===== config.mk =====
export PLATFORM = sky130hd
export DESIGN_NAME = dk_raster_gen
export DESIGN_NICKNAME = d
export VERILOG_FILES = /design/src/rtl/dk_raster_gen.sv
export SDC_FILE = /design/constraint.sdc
export NUM_CORES = 1
export LEC_CHECK = 0
export ABC_CLOCK_PERIOD_IN_PS = 2600
export CORE_MARGIN = 1
export CORE_UTILIZATION = 56
export CTS_CLUSTER_DIAMETER = 60
export DETAILED_ROUTE_END_ITERATION = 16
export GPL_ROUTABILITY_DRIVEN = 0
export PLACE_DENSITY = 0.86
export SETUP_SLACK_MARGIN = 0.05
export SLEW_MARGIN = 40
export SYNTH_ARGS = -nofsm -noshare
export SYNTH_HDL_FRONTEND = slang
export SYNTH_SLANG_ARGS = --single-unit

===== constraint.sdc =====
create_clock -name masterclk -period 2.6 [get_ports masterclk]
set_input_delay 0.78 -clock masterclk [delete_from_list [all_inputs] [get_ports masterclk]]
set_output_delay 0.78 -clock masterclk [all_outputs]
set_load 0.01 [all_outputs]

===== src/rtl/dk_raster_gen.sv =====
// rtl/dk_raster_gen.sv - 256x224 raster timing, fetch coordinates and colour re-alignment for the frame doubler
module dk_raster_gen #(
    parameter int CLK_DIV     = 4,
    parameter int H_ACTIVE    = 256,
    parameter int H_TOTAL     = 384,
    parameter int HSYNC_START = 288,
    parameter int HSYNC_LEN   = 32,
    parameter int V_ACTIVE    = 224,
    parameter int V_TOTAL     = 264,
    parameter int VSYNC_START = 240,
    parameter int VSYNC_LEN   = 8,
    parameter int PIPE_LAT    = 2
) (
    input  logic       masterclk,
    input  logic       rst,
    output logic       pix_ce,
    output logic [7:0] fetch_x,
    output logic [7:0] fetch_y,
    output logic       fetch_valid,
    input  logic [7:0] color_in,
    output logic       out_pixclk,
    output logic       out_valid,
    output logic [2:0] out_r,
    output logic [2:0] out_g,
    output logic [1:0] out_b,
    output logic       hsync_n,
    output logic       vsync_n,
    output logic       frame_start
);

    localparam int DIV_W = (CLK_DIV > 2) ? $clog2(CLK_DIV) : 1;

    logic [DIV_W-1:0] div;
    logic [8:0]       hcount;
    logic [8:0]       vcount;
    logic             active;
    logic             hsync;
    logic             vsync;
    logic             line0_first;
    logic [3:0]       pipe [PIPE_LAT];
    logic [3:0]       tail;

    // pix_ce and out_pixclk both look at the current div, so the clock level
    // rises on exactly the edge that loads new output data.
    always_ff @(posedge masterclk) begin
        if (rst) begin
            div        <= '0;
            pix_ce     <= 1'b0;
            out_pixclk <= 1'b0;
        end else begin
            div        <= (div == DIV_W'(CLK_DIV - 1)) ? '0 : div + DIV_W'(1);
            pix_ce     <= (div == DIV_W'(CLK_DIV - 1));
            out_pixclk <= (div < DIV_W'(CLK_DIV / 2));
        end
    end

    always_ff @(posedge masterclk) begin
        if (rst) begin
            hcount <= '0;
            vcount <= 9'(V_ACTIVE);
        end else if (pix_ce) begin
            if (hcount == 9'(H_TOTAL - 1)) begin
                hcount <= '0;
                vcount <= (vcount == 9'(V_TOTAL - 1)) ? '0 : vcount + 9'd1;
            end else begin
                hcount <= hcount + 9'd1;
            end
        end
    end

    always_comb begin
        active      = (hcount < 9'(H_ACTIVE)) && (vcount < 9'(V_ACTIVE));
        hsync       = (hcount >= 9'(HSYNC_START)) && (hcount < 9'(HSYNC_START + HSYNC_LEN));
        vsync       = (vcount >= 9'(VSYNC_START)) && (vcount < 9'(VSYNC_START + VSYNC_LEN));
        line0_first = (hcount == 9'd0) && (vcount == 9'd0);
        tail        = pipe[PIPE_LAT-1];
    end

    always_ff @(posedge masterclk) begin
        if (rst) begin
            fetch_x     <= '0;
            fetch_y     <= '0;
            fetch_valid <= 1'b0;
        end else if (pix_ce) begin
            fetch_x     <= active ? hcount[7:0] : 8'd0;
            fetch_y     <= active ? vcount[7:0] : 8'd0;
            fetch_valid <= active;
        end
    end

    // Control bits travel alongside the renderer so they meet its colour.
    always_ff @(posedge masterclk) begin
        if (rst) begin
            for (int i = 0; i < PIPE_LAT; i++) begin
                pipe[i] <= '0;
            end
        end else if (pix_ce) begin
            pipe[0] <= {active, hsync, vsync, line0_first};
            for (int i = 1; i < PIPE_LAT; i++) begin
                pipe[i] <= pipe[i-1];
            end
        end
    end

    always_ff @(posedge masterclk) begin
        if (rst) begin
            out_valid   <= 1'b0;
            out_r       <= '0;
            out_g       <= '0;
            out_b       <= '0;
            hsync_n     <= 1'b1;
            vsync_n     <= 1'b1;
            frame_start <= 1'b0;
        end else if (pix_ce) begin
            out_valid   <= tail[3];
            out_r       <= tail[3] ? color_in[2:0] : 3'd0;
            out_g       <= tail[3] ? color_in[5:3] : 3'd0;
            out_b       <= tail[3] ? color_in[7:6] : 2'd0;
            hsync_n     <= ~tail[2];
            vsync_n     <= ~tail[1];
            frame_start <= tail[0];
        end
    end

endmodule


==> flow_metrics.tcl <==
set metrics [dict create \
    port_buffers 40 \
    die-area_sq_um 4440 \
    path_clk_slew_ns 0.06 \
    switching_share 0.220 \
    worst_path_max_delay_cell "clkdlybuf4s50_1" \
    layout-drive-gt1-share 0.0956 \
    slowest_delay_ns 0.54 \
    cts_setup_buffers 0 \
    p_leak_nw 1.12 \
    nFillCells 298 \
    cts_max_level 3 \
    ys_seq_elements 59 \
    cts_resized 0 \
    whs_ns 0.411 \
    syn_nets 239 \
    ys_seq_area_frac 0.540 \
    wl_per_cell_microns 14.6 \
    r2r_slack_ns 0.65 \
    start_kind "flop" \
    synthTopCellsByArea "dfxtp_1 44%, edfxtp_1 10%, a22o_1 6.0%, nor2_1 3.9%, ha_1 2.7%" \
    dp.final_hpwl_microns 3050 \
    antenna_found_initial 0 \
    finalWirelength_microns 4710 \
    num_vias 1818 \
    cts_tree "built" \
    period_needed_ns 2.00 \
    start_util 0.584 \
    clock_path_buffers 2 \
    drc_errors 0 \
    regToRegStartpoint "hcount[1]$_SDFFE_PP0P_" \
    slew_headroom 0.726 \
    power.density_nw_per_um2 574 \
    globalRouteTotalUtil 0.235 \
    core_sq_um 4000 \
    num_antenna_cells 0 \
    synth_edf_count 8 \
    row_count 23 \
    required_ns 1.82 \
    worstPathCellList "clkdlybuf4s50_1" \
    syn-cell-area_sq_um 2340 \
    totalNegativeSetupSlack_ns 0 \
    synth_common_cells "51 x dfxtp_1, 24 x nor2_1, 16 x a22o_1" \
    via_per_inst 5.65 \
    cp_top_family "buffers and inverters" \
    postCtsHoldBufs 0 \
    fmax_mhz 501 \
    cts_sinks 59 \
    insertion_delay_ns 0.34 \
    cp-end-kind "primary output" \
    worstHoldEndpoint "out_pixclk$_SDFF_PP0_" \
    die_y_microns 66.6 \
    status "finished, final reports clean" \
    async_flop_share 0 \
    numCtsBuffers 9 \
    worst_pin_slew_ns 0.407 \
    crit_fanout 2 \
    root_buffer "clkbuf_8" \
    grt_pass1_vias 1567 \
    power.internal_w 0.00131 \
    hp-class "reg2reg" \
    syn_to_final_growth_pct 25.6 \
    ir_drop_v 0.000480 \
    synth_top_area_share 0.437 \
    num-nets-final 282 \
    grt_start_max_net_pins 20 \
    yosysWarnings 0 \
    critical_path_class "reg2out" \
    rr_worst_depth 6 \
    synth_top_cell_by_area "dfxtp_1" \
    timing.rr.end "vcount[0]$_SDFFE_PP0P_" \
    hold_start "div[1]$_SDFF_PP0_" \
    report.final.hold_viol_count 0 \
    holdPathStages 1 \
    die_x_microns 66.6 \
    worst-path-buf-inv 1 \
    regArea_sq_um 1260 \
    avgSynthCellArea_sq_um 10.4 \
    startpoint "frame_start$_SDFFE_PP0P_" \
    p_clk_frac 0.397 \
    skew_ns 0.00657 \
    rsz0062_at_grt "no" \
    first_iter_violations 108 \
    maxCapViolCount 0 \
    boundaryPins 41 \
    multi_input_area_sq_um 972 \
    grt_overflow 0 \
    netlist_instances 224 \
    seqPwrFrac 0.560 \
    report.final.slew_viol_count 0 \
    postRouteAntennaNets 0 \
    ys_types 41 \
    synth.most_common_cell "dfxtp_1" \
    ys.flop_type "dfxtp_1" \
    grt_pass1_wl_microns 7520 \
    worst_ep_arrival_time_ns 1.22 \
    p_switching_w 0.000371 \
    pwr-share-comb 0.042 \
    setup_violations 0 \
    post-route-period-util 0.768 \
    dr.pass1.iters 4 \
]
## cell usage in the layout, fill, tap and decap left out, drive strengths merged, types with 4 or more instances in the layout
master	Yosys	routed
dfxtp	51	51
clkdlybuf4s50	0	40
nor2	24	24
a22o	16	16
clkbuf	8	13
nand2	11	11
and3	9	9
o21ai	9	9
inv	8	8
a22oi	8	8
edfxtp	8	8
buf	7	7
nand4	6	6
a21oi	5	5
nor3	5	5
ha	5	5
nor4	5	5
nor3b	4	4
xor2	4	4
clkinv	1	4
## layout make-up
class,count,area share
Multi-Input combinational cell,141,0.331
Clock buffer,13,0.0473
Sequential cell,59,0.429
Clock inverter,3,0.00511
Inverter,9,0.0115
Timing Repair Buffer,47,0.154
Tap cell,50,0.0213
## worst max-delay path by stage
stage	slack, ns	depth (start not counted)	endpoint
global placement	0.48	5	vcount[3]$_SDFFE_PP0P_
floorplan	0.75	6	fetch_x[5]$_SDFFE_PP0P_
detailed placement	0.46	5	vcount[3]$_SDFFE_PP0P_
CTS	0.58	1	frame_start
global route	0.52	6	vcount[0]$_SDFFE_PP0P_
finish	0.60	1	frame_start
## cell families after synthesis
family,share of synthesized area
AND/OR/NAND/NOR,0.206
AO/OA/AOI/OAI,0.151
buffers and inverters,0.0444
multiplexers,0.0128
adder cells (fa/ha/maj),0.0268
flip-flops,0.540
XOR/XNOR,0.0187
## power groups by stage
stage               Clock (W)  Sequential [W]  Combinational (W)
floorplan                   0        0.000965          0.0000336
global placement            0        0.000963          0.0000691
detailed placement          0        0.000964          0.0000702
CTS                  0.000687        0.000944          0.0000711
global route         0.000723        0.000945          0.0000773
finish               0.000670        0.000944          0.0000709
## sequential cells by signal (all words and copies together) (netlist names)
signal	flops
div	2
fetch_valid	1
fetch_x	8
fetch_y	8
frame_start	1
hcount	9
hsync_n	1
out_b	2
out_g	3
out_pixclk	1
out_r	3
out_valid	1
pipe	8
pix_ce	1
vcount	9
vsync_n	1
## per-stage QoR
stage | setup slack, ns | util | power, W | std cells | cell area [sq um]
finish | 0.602 | 0.734 | 0.00168 | 322 | 2940
global route | 0.518 | 0.734 | 0.00174 | 322 | 2940
CTS | 0.575 | 0.734 | 0.00170 | 322 | 2940
detailed placement | 0.464 | 0.696 | 0.00103 | 306 | 2780
global placement | 0.481 | 0.696 | 0.00103 | 306 | 2780
floorplan | 0.753 | - | 0.000999 | 224 | 2340
## layer usage
metal / GRT usage / share of wire
met4: 0.128 / 0.023
met5: 0 / 0
met2: 0.345 / 0.45
met3: 0.0753 / 0.055
met1: 0.303 / 0.47
Note: power is estimated with default switching activity, not from simulation.
